**src/rtl/otl_spi_slave.sv**
```systemverilog
// SPI register-access slave. Receives 24-bit frames (R/W flag, address,
// data) on an asynchronous SPI link, issues one-cycle write strobes or read
// requests on the register side, and returns read data on spi_miso.
module otl_spi_slave #(
    parameter int SYNC_STAGES = 2,
    parameter int RD_TIMEOUT  = 2
) (
    input  logic       sys_clk,
    input  logic       reset,
    input  logic       spi_clk,
    input  logic       spi_le,
    input  logic       spi_mosi,
    output logic       spi_miso,
    output logic [7:0] m_wraddr,
    output logic [7:0] m_wrdata,
    output logic       m_wrvalid,
    output logic [7:0] m_rdaddr,
    output logic       m_rdreq,
    input  logic [7:0] m_rddata,
    input  logic       m_rdvalid,
    output logic       frame_err
);

    localparam int RDW = $clog2(RD_TIMEOUT + 2);

    typedef enum logic [1:0] {IDLE, SHIFT, DONE, OVER} state_t;

    logic [SYNC_STAGES-1:0] clk_sync;
    logic [SYNC_STAGES-1:0] le_sync;
    logic [SYNC_STAGES-1:0] mosi_sync;
    logic                   clk_q;
    logic                   le_q;
    logic [SYNC_STAGES:0]   flush;
    logic                   armed;

    logic clk_s, le_s, mosi_s;
    logic clk_rise, clk_fall, le_fall, le_rise;

    state_t          state;
    logic [4:0]      cnt;
    logic [23:0]     sr;
    logic [7:0]      out_sr;
    logic            is_rd;
    logic            rd_pend;
    logic            rd_late;
    logic [RDW-1:0]  rd_left;

    assign clk_s  = clk_sync[SYNC_STAGES-1];
    assign le_s   = le_sync[SYNC_STAGES-1];
    assign mosi_s = mosi_sync[SYNC_STAGES-1];

    assign clk_rise = clk_s & ~clk_q;
    assign clk_fall = ~clk_s & clk_q;
    // A frame may only start once le has been seen high after reset, so a
    // frame interrupted by reset is not resumed half-way through.
    assign le_fall  = armed & le_q & ~le_s;
    assign le_rise  = le_s & ~le_q;

    // Synchronize the SPI inputs into sys_clk and track post-reset arming.
    always_ff @(posedge sys_clk) begin
        if (reset) begin
            clk_sync  <= '0;
            le_sync   <= '1;
            mosi_sync <= '0;
            clk_q     <= 1'b0;
            le_q      <= 1'b1;
            flush     <= '0;
            armed     <= 1'b0;
        end else begin
            clk_sync  <= {clk_sync[SYNC_STAGES-2:0], spi_clk};
            le_sync   <= {le_sync[SYNC_STAGES-2:0], spi_le};
            mosi_sync <= {mosi_sync[SYNC_STAGES-2:0], spi_mosi};
            clk_q     <= clk_s;
            le_q      <= le_s;
            flush     <= {flush[SYNC_STAGES-1:0], 1'b1};
            if (flush[SYNC_STAGES] && le_s)
                armed <= 1'b1;
        end
    end

    // Frame FSM, read-response window and register-side strobes.
    always_ff @(posedge sys_clk) begin
        if (reset) begin
            state     <= IDLE;
            cnt       <= '0;
            sr        <= '0;
            out_sr    <= '0;
            is_rd     <= 1'b0;
            rd_pend   <= 1'b0;
            rd_late   <= 1'b0;
            rd_left   <= '0;
            spi_miso  <= 1'b0;
            m_wraddr  <= '0;
            m_wrdata  <= '0;
            m_wrvalid <= 1'b0;
            m_rdaddr  <= '0;
            m_rdreq   <= 1'b0;
            frame_err <= 1'b0;
        end else begin
            m_wrvalid <= 1'b0;
            m_rdreq   <= 1'b0;
            frame_err <= 1'b0;

            // Only the first m_rdvalid inside the window is taken; once the
            // window closes without one, the frame is marked late.
            if (rd_pend) begin
                if (m_rdvalid) begin
                    out_sr  <= m_rddata;
                    rd_pend <= 1'b0;
                end else if (rd_left == RDW'(1)) begin
                    rd_pend <= 1'b0;
                    rd_late <= 1'b1;
                end else begin
                    rd_left <= rd_left - RDW'(1);
                end
            end

            case (state)
                IDLE: begin
                    spi_miso <= 1'b0;
                    if (le_fall) begin
                        state   <= SHIFT;
                        cnt     <= '0;
                        sr      <= '0;
                        out_sr  <= '0;
                        is_rd   <= 1'b0;
                        rd_late <= 1'b0;
                        rd_pend <= 1'b0;
                    end
                end
                default: begin
                    if (le_rise) begin
                        state    <= IDLE;
                        spi_miso <= 1'b0;
                        rd_pend  <= 1'b0;
                        if (state == DONE && sr[23]) begin
                            m_wrvalid <= 1'b1;
                            m_wraddr  <= sr[15:8];
                            m_wrdata  <= sr[7:0];
                        end else if (state != DONE || rd_late || rd_pend) begin
                            frame_err <= 1'b1;
                        end
                    end else begin
                        if (clk_rise && !le_s) begin
                            sr <= {sr[22:0], mosi_s};
                            if (cnt != 5'd25)
                                cnt <= cnt + 5'd1;
                            if (cnt == 5'd23)
                                state <= DONE;
                            if (cnt == 5'd24)
                                state <= OVER;
                            // sr[14] becomes frame bit 23 once this 16th bit lands.
                            if (cnt == 5'd15 && !sr[14]) begin
                                m_rdreq  <= 1'b1;
                                m_rdaddr <= {sr[6:0], mosi_s};
                                is_rd    <= 1'b1;
                                rd_pend  <= 1'b1;
                                rd_left  <= RDW'(RD_TIMEOUT + 1);
                            end
                        end
                        if (clk_fall) begin
                            if (state == SHIFT && is_rd && cnt >= 5'd16)
                                spi_miso <= out_sr[3'(5'd23 - cnt)];
                            else
                                spi_miso <= 1'b0;
                        end
                        if (state != SHIFT)
                            spi_miso <= 1'b0;
                    end
                end
            endcase
        end
    end

endmodule

```
**config.mk**
```make
export PLATFORM = sky130hd
export DESIGN_NAME = otl_spi_slave
export DESIGN_NICKNAME = d
export VERILOG_FILES = /design/src/rtl/otl_spi_slave.sv
export SDC_FILE = /design/constraint.sdc
export NUM_CORES = 1
export LEC_CHECK = 0
export BUFFER_PORTS_ARGS = -buffer_cell sky130_fd_sc_hd__buf_2
export CELL_PAD_IN_SITES_DETAIL_PLACEMENT = 1
export CELL_PAD_IN_SITES_GLOBAL_PLACEMENT = 1
export CORE_MARGIN = 2
export CORE_UTILIZATION = 35
export CTS_CLUSTER_SIZE = 20
export DETAILED_ROUTE_END_ITERATION = 8
export PLACE_DENSITY = 0.72
export SETUP_SLACK_MARGIN = 0.1
export SLEW_MARGIN = 40
export SYNTH_ARGS = -nofsm -noshare
export SYNTH_HDL_FRONTEND = slang
export SYNTH_SLANG_ARGS = --single-unit
```
**constraint.sdc**
```tcl
create_clock -name sys_clk -period 2.3 [get_ports sys_clk]
set_input_delay 0.115 -clock sys_clk [delete_from_list [all_inputs] [get_ports sys_clk]]
set_output_delay 0.115 -clock sys_clk [all_outputs]
set_load 0.05 [all_outputs]
```
==> summary.txt, run 1 <==
Distinct cells, synth - 33
Largest net degree at the start of global routing - 51
Root buf cell - clkbuf_8
Slew Limit Headroom - 61.3%
XOR/XNOR Fraction of Synth Area - 0%
Fin nets - 398
CTS tree - done
Final setup margin - 287 ps
R2r setup slk - 290 ps
Largest area contributor in the netlist - dfxtp_1
Final ANT Viol Nets - 0
RePlAce Congestion - 0.729
GRT overflow - 0
Hold path depth - 3
Post_cts resized - 0
Final Skew - 6.29 ps
Clock slew seen by the registers of the worst setup and hold paths - 80 ps
Via-to-Cell Ratio - 5.05
DIE HEIGHT - 98.2 µm
Leakage power - 0.00144 µW
Post-layout minimum cycle time - 2010 ps
1st-pass router iterations - 4
Hold crit path type - in2reg
Mapped cell area - 3110 µm²
Fillers - 1046
GRT Util Overall - 15.2%
Initial core utilization - 35.8%
Mux share of post-synthesis cell area - 5.03%
Worst r2r src - cnt[1]
FF+latch count, synth - 84
Min-delay src - m_rddata[5]
Area Overhead vs Synth - 17.3%
Clock Path Buffers - 2
Main combinational cell family by area after synthesis - simple AND/OR/NAND/NOR gates
Commonest cells in the netlist - dfxtp_1 (84), nand2_1 (46), nor2_1 (42)
Post-Synth Adder-Cell Area - 2.42%
Top cell type's share of synthesized area - 54.1%
DP Wirelength - 4.61 mm
CTS Buf Count - 9
Crit. End Element - flip-flop
Clock sinks - 84
Max Slew Vio Count - 0
Port buffer count - 41
Crit path required time - 2520 ps
Initial antenna violation count - 0
Pre-CTS setup slack - 294 ps
Max Fclk - 0.497 GHz
Final wirelength - 6.79 mm
H-tree levels - 3
Hold_buf cts - 3
Final Power - 2650 µW
Die area - 9650 µm²
Hold Path End - out_sr[5]
CP Data Arrival Time - 2230 ps
Period utilization - 87.5%
DR iter-0 viols - 71
Fin util - 42.0%
Seq/Total Area, Yosys - 54.1%
Clk Latency, worst-skew pair - 350 ps
Die X-Extent - 98.2 µm
Std-Cell Rows - 34
Mapped Nets - 360
Number of post-CTS setup repair buffers - 0
Critical path peak fanout - 13
Power per Cell Area - 726 nW/µm²
Vias in the first global route - 2585
Setup TNS - 0 ps
Layout cells sized above 1 - 19.1%
Synth area leaders - dfxtp_1 (54%), a21oi_1 (5.8%), a22oi_1 (5.8%)
Cells after synthesis - 340
Top-count cell post-synth - dfxtp_1
R2r worst-path depth - 8
Compound-Gate Fraction of Synth Area - 13.9%
Diodes inserted - 0
CORE AREA - 8680 µm²
Drt drc - 0
Worst-Margin Slew - 581 ps
Post-Synth Simple-Gate Area - 20.5%
Critical path launch point type - flip-flop
Post-synth top flop - dfxtp_1
Worst VDD drop - 327 µV
Unrepaired setup endpoints after global routing - false
I/O pin cnt - 42
Max_cap viols - 0
Avg WL per Cell - 13.8 µm
Status - complete, no violations
CP Class - reg2reg
Yosys warns - 0
Final hold violations - 0
Setup violators final - 0
Post-Syn Area per Cell - 9.14 µm²
Number of vias in the routed layout - 2480
Ys async rst share - 0%
First-pass GRT wire length - 12.0 mm
Post-synth EDFFs - 0
FF-to-FF End - m_rdaddr[5]
power breakdown:
group | internal (µW) | switching, µW | leakage (µW)
sequential | 1460 | 4.22 | 0.000679
clock | 619 | 507 | 0.000112
combinational | 20.1 | 35.0 | 0.000651
total | 2100 | 546 | 0.00144
placed cells by master (no fill, tap or decap), drive strengths merged, types with 3 or more instances in the layout:
| cell type | instances |
|---|---|
| nand4 | 3 |
| nor2b | 9 |
| or4 | 3 |
| or2 | 5 |
| dlygate4sd3 | 3 |
| nand3b | 4 |
| a22oi | 24 |
| inv | 7 |
| a21oi | 36 |
| nor3 | 3 |
| mux2i | 10 |
| nand2 | 46 |
| nor2 | 42 |
| clkbuf | 13 |
| buf | 47 |
| nand3 | 10 |
| dfxtp | 84 |
| ha | 6 |
| o21ai | 7 |
state kept, by name (all words and copies together), names as in the netlist, 3 cells and up:
signal,count
sr,24
m_rdaddr,8
m_wraddr,8
m_wrdata,8
out_sr,8
cnt,5
flush,3
cell families (layout without fill, tap and decap cells):
family,count (synthesis),after routing
and+or+nand+nor,136,136
DFF,84,84
AOI/OAI and AO/OA,71,71
buffers and inverters,30,73
muxes,13,13
adders and majority gates,6,6
cell type report:
type / count / area (µm²) / area share [%]
timing repair buffer: 50 / 280 / 7.69
inverter: 7 / 26.3 / 0.721
sequential: 84 / 1680 / 46.1
clock inverter: 3 / 42.5 / 1.17
clock buffer: 13 / 179 / 4.91
multi-input combinational: 226 / 1300 / 35.7
tap: 108 / 135 / 3.71
stage by stage:
stage          std cells  area [µm²]  hold WS, ps
5_1_grt              491        3650         31.4
6_report             491        3650         24.6
4_1_cts              491        3650         9.38
2_1_floorplan        340        3110          219
3_5_place_dp         472        3390          303
3_3_place_gp         472        3390          299
critical path, stage by stage, from the launching register on:
cell and delay [ps]:
dfxtp_1 450, ha_1 240, and3_1 180, ha_1 140
nand2b_1 50, or4_1 390, buf_4 220, mux2i_1 160
nor2_1 50
per-layer routing:
metal / vias up / GRT usage (%) / part of all wire [%]
met2: 24 / 25.8 / 49
li1: 1238 / - / -
met5: - / 0 / 0
met3: 7 / 3.65 / 2.4
met1: 1211 / 18.8 / 47
met4: 0 / 5.37 / 1.6
how the worst max path moves through the flow:
stage,start,to,depth (start not counted)
2_1_floorplan,cnt[1],m_rdaddr[3],9
5_1_grt,cnt[1],m_rdaddr[7],8
3_3_place_gp,cnt[1],m_rdaddr[6],8
4_1_cts,cnt[1],m_rdaddr[1],8
3_5_place_dp,cnt[1],m_rdaddr[1],8
6_report,cnt[1],m_rdaddr[5],8
No activity file was read; power rests on OpenSTA's default activity.
==> run 2, diff against run 1 <==
CAP_MARGIN = 20   (was default)
REMOVE_ABC_BUFFERS = 1   (was default)
==> summary.txt, run 2 (synthesized netlist as in run 1, its figures left out) <==
Post-layout minimum cycle time - 2030 ps (+13.1 ps)
Switching share of power - 21.3% (+0.71 points)
Buf+Inv Stages, Crit Path - 1 (unchanged)
Worst-Margin Slew - 610 ps (+29.7 ps)
Flop pwr share - 56.5% (+1.1 points)
Die area - 9650 µm² (unchanged)
CP Class - reg2reg
Diodes inserted - 0 (unchanged)
I/O pin cnt - 42 (unchanged)
H-tree levels - 3 (unchanged)
RePlAce Congestion - 0.785 (+7.8%)
Root buf cell - clkbuf_8
Number of post-CTS setup repair buffers - 0 (unchanged)
Critical path peak fanout - 13 (unchanged)
Crit path required time - 2520 ps (about the same)
DR iter-0 viols - 93 (+31%)
Via-to-Cell Ratio - 5.11 (+1.2%)
Final wirelength - 6.89 mm (+1.4%)
1st-pass router iterations - 5 (+1)
Slew Limit Headroom - 59.3% (-2.0 points)
Most frequent cells in the layout - dfxtp_1 (84), nand2_1 (46), nor2_1 (42), buf_2 (41), a21oi_1 (36)
Critical path cell sequence - ha_1 > and3_1 > ha_1 > nand2b_1 > or4_1 > buf_4 > mux2i_1 > nor2_1
Clk Latency, worst-skew pair - 340 ps (about the same)
Layout cells sized above 1 - 19.3% (+0.21 points)
Kind of cell adding the most delay to the critical path - simple AND/OR/NAND/NOR gates
Die X-Extent - 98.2 µm (unchanged)
Clock sinks - 84 (unchanged)
Post-route insts no fill - 492 (+0.20%)
Largest Register - sr
First-pass GRT wire length - 11.9 mm (-1.1%)
Metal-1 WL - 3.07 mm (-4.3%)
Met2 wire length - 3.40 mm (+2.7%)
Area Overhead vs Synth - 17.1%
Std-Cell Rows - 34 (unchanged)
GRT Util Overall - 15.0% (-0.19 points)
Drt drc - 0 (unchanged)
Final Power - 2600 µW (-2.0%)
Clock Power Share - 41.3% (-1.2 points)
DR WL met3 - 295 µm (+83%)
Status - complete, no violations
Gate power share - 2.2% (about the same)
Setup TNS - 0 ps (unchanged)
Fin nets - 399 (+0.25%)
Internal power - 2040 µW (-2.8%)
Setup violators final - 0 (unchanged)
Avg WL per Cell - 14.0 µm (+1.2%)
CP dominant cell by count - ha_1
Initial core utilization - 35.8% (unchanged)
Psw - 554 µW (+1.4%)
Period utilization - 88.1% (+0.57 points)
Largest net degree at the start of global routing - 35 (-31%)
Hold crit path type - in2reg
Number of vias in the routed layout - 2516 (+1.5%)
Power per Cell Area - 713 nW/µm² (-1.8%)
Most common cell after layout, fill and taps aside - dfxtp_1
Top layer in use - met4
Final ANT Viol Nets - 0 (unchanged)
Initial antenna violation count - 0 (unchanged)
Clock Path Buffers - 2 (unchanged)
Crit. End Element - flip-flop
Unrepaired setup endpoints after global routing - false
CORE AREA - 8680 µm² (unchanged)
Worst VDD drop - 359 µV (+9.8%)
Vias in the first global route - 2520 (-2.5%)
CP max stage delay - 450 ps (about the same)
Max Fclk - 0.494 GHz (-0.64%)
Max_cap viols - 0 (unchanged)
Placed Instances - 473 (+0.21%)
GRT overflow - 0 (unchanged)
Max reg flops - 24 (unchanged)
Final hold violations - 0 (unchanged)
CP max stage cell - dfxtp_1
Clock slew seen by the registers of the worst setup and hold paths - 80 ps (about the same)
CTS tree - done
Leakage power - 0.00144 µW (-0.28%)
Critical path launch point type - flip-flop
CP Data Arrival Time - 2250 ps (+20 ps)
DIE HEIGHT - 98.2 µm (unchanged)
DP Wirelength - 4.60 mm (-0.25%)
CTS Buf Count - 9 (unchanged)
Final Skew - 7.04 ps (+0.752 ps)
Port buffer count - 41 (unchanged)
Max Slew Vio Count - 0 (unchanged)
Post_cts resized - 0 (unchanged)
==> run 2: power by group through the flow <==
| stage | Clock [µW] | Sequential [µW] | Combinational (µW) |
|---|---|---|---|
| floorplan | 0 | 1500 | 15.3 |
| global placement | 0 | 1500 | 52.8 |
| detailed placement | 0 | 1500 | 53.9 |
| CTS | 1100 | 1470 | 57.9 |
| global route | 1170 | 1470 | 63.7 |
| finish | 1070 | 1470 | 57.0 |
==> run 2: per-stage QoR <==
stage | cell area [µm²] | hold WS (ps) | setup WS (ps) | utilization, %
after floorplan | 3010 | 184 | 346 | -
after global placement | 3410 | 306 | 358 | 39.3
after detailed placement | 3410 | 308 | 305 | 39.3
after CTS | 3640 | 21.2 | 268 | 41.9
after global routing | 3640 | 35.1 | 102 | 41.9
final | 3640 | 34.9 | 274 | 41.9
==> run 2: path summary, 6_finish.rpt <==
check | from | to | slack [ps] | depth (start not counted)
min reg2reg | le_sync[0] | le_sync[1] | 420 | 1
max reg2reg | cnt[1] | m_rdaddr[7] | 270 | 8
min | m_rddata[1] | out_sr[1] | 30 | 3
max | cnt[1] | m_rdaddr[7] | 270 | 8
==> run 2: routing by layer <==
layer,up-vias,global-route usage [%]
met5,-,0
met4,0,5.90
met3,10,3.58
met2,45,25.0
met1,1225,18.7
li1,1236,-
==> run 2: cell type report <==
class                   instances  area (µm²)
fillers                      1045        5040
flip-flops and latches         84        1680
multi-input cells             226        1310
repair buffers                 51         288
clock buffers                  12         155
well taps                     108         135
clock inverters                 4        47.5
inverters                       7        26.3
==> run 2: tightest hold or removal path, cell delays in order <==
cell and delay (ps):
buf_2 100, nand3_1 70, a21oi_1 60
==> run 2: what timing repair did <==
| action | 4_1_cts | 5_1_grt |
|---|---|---|
| endpoints found under the hold margin | 3 | 0 |
| hold buffers | 3 | 0 |
| setup endpoints to repair | 0 | 0 |
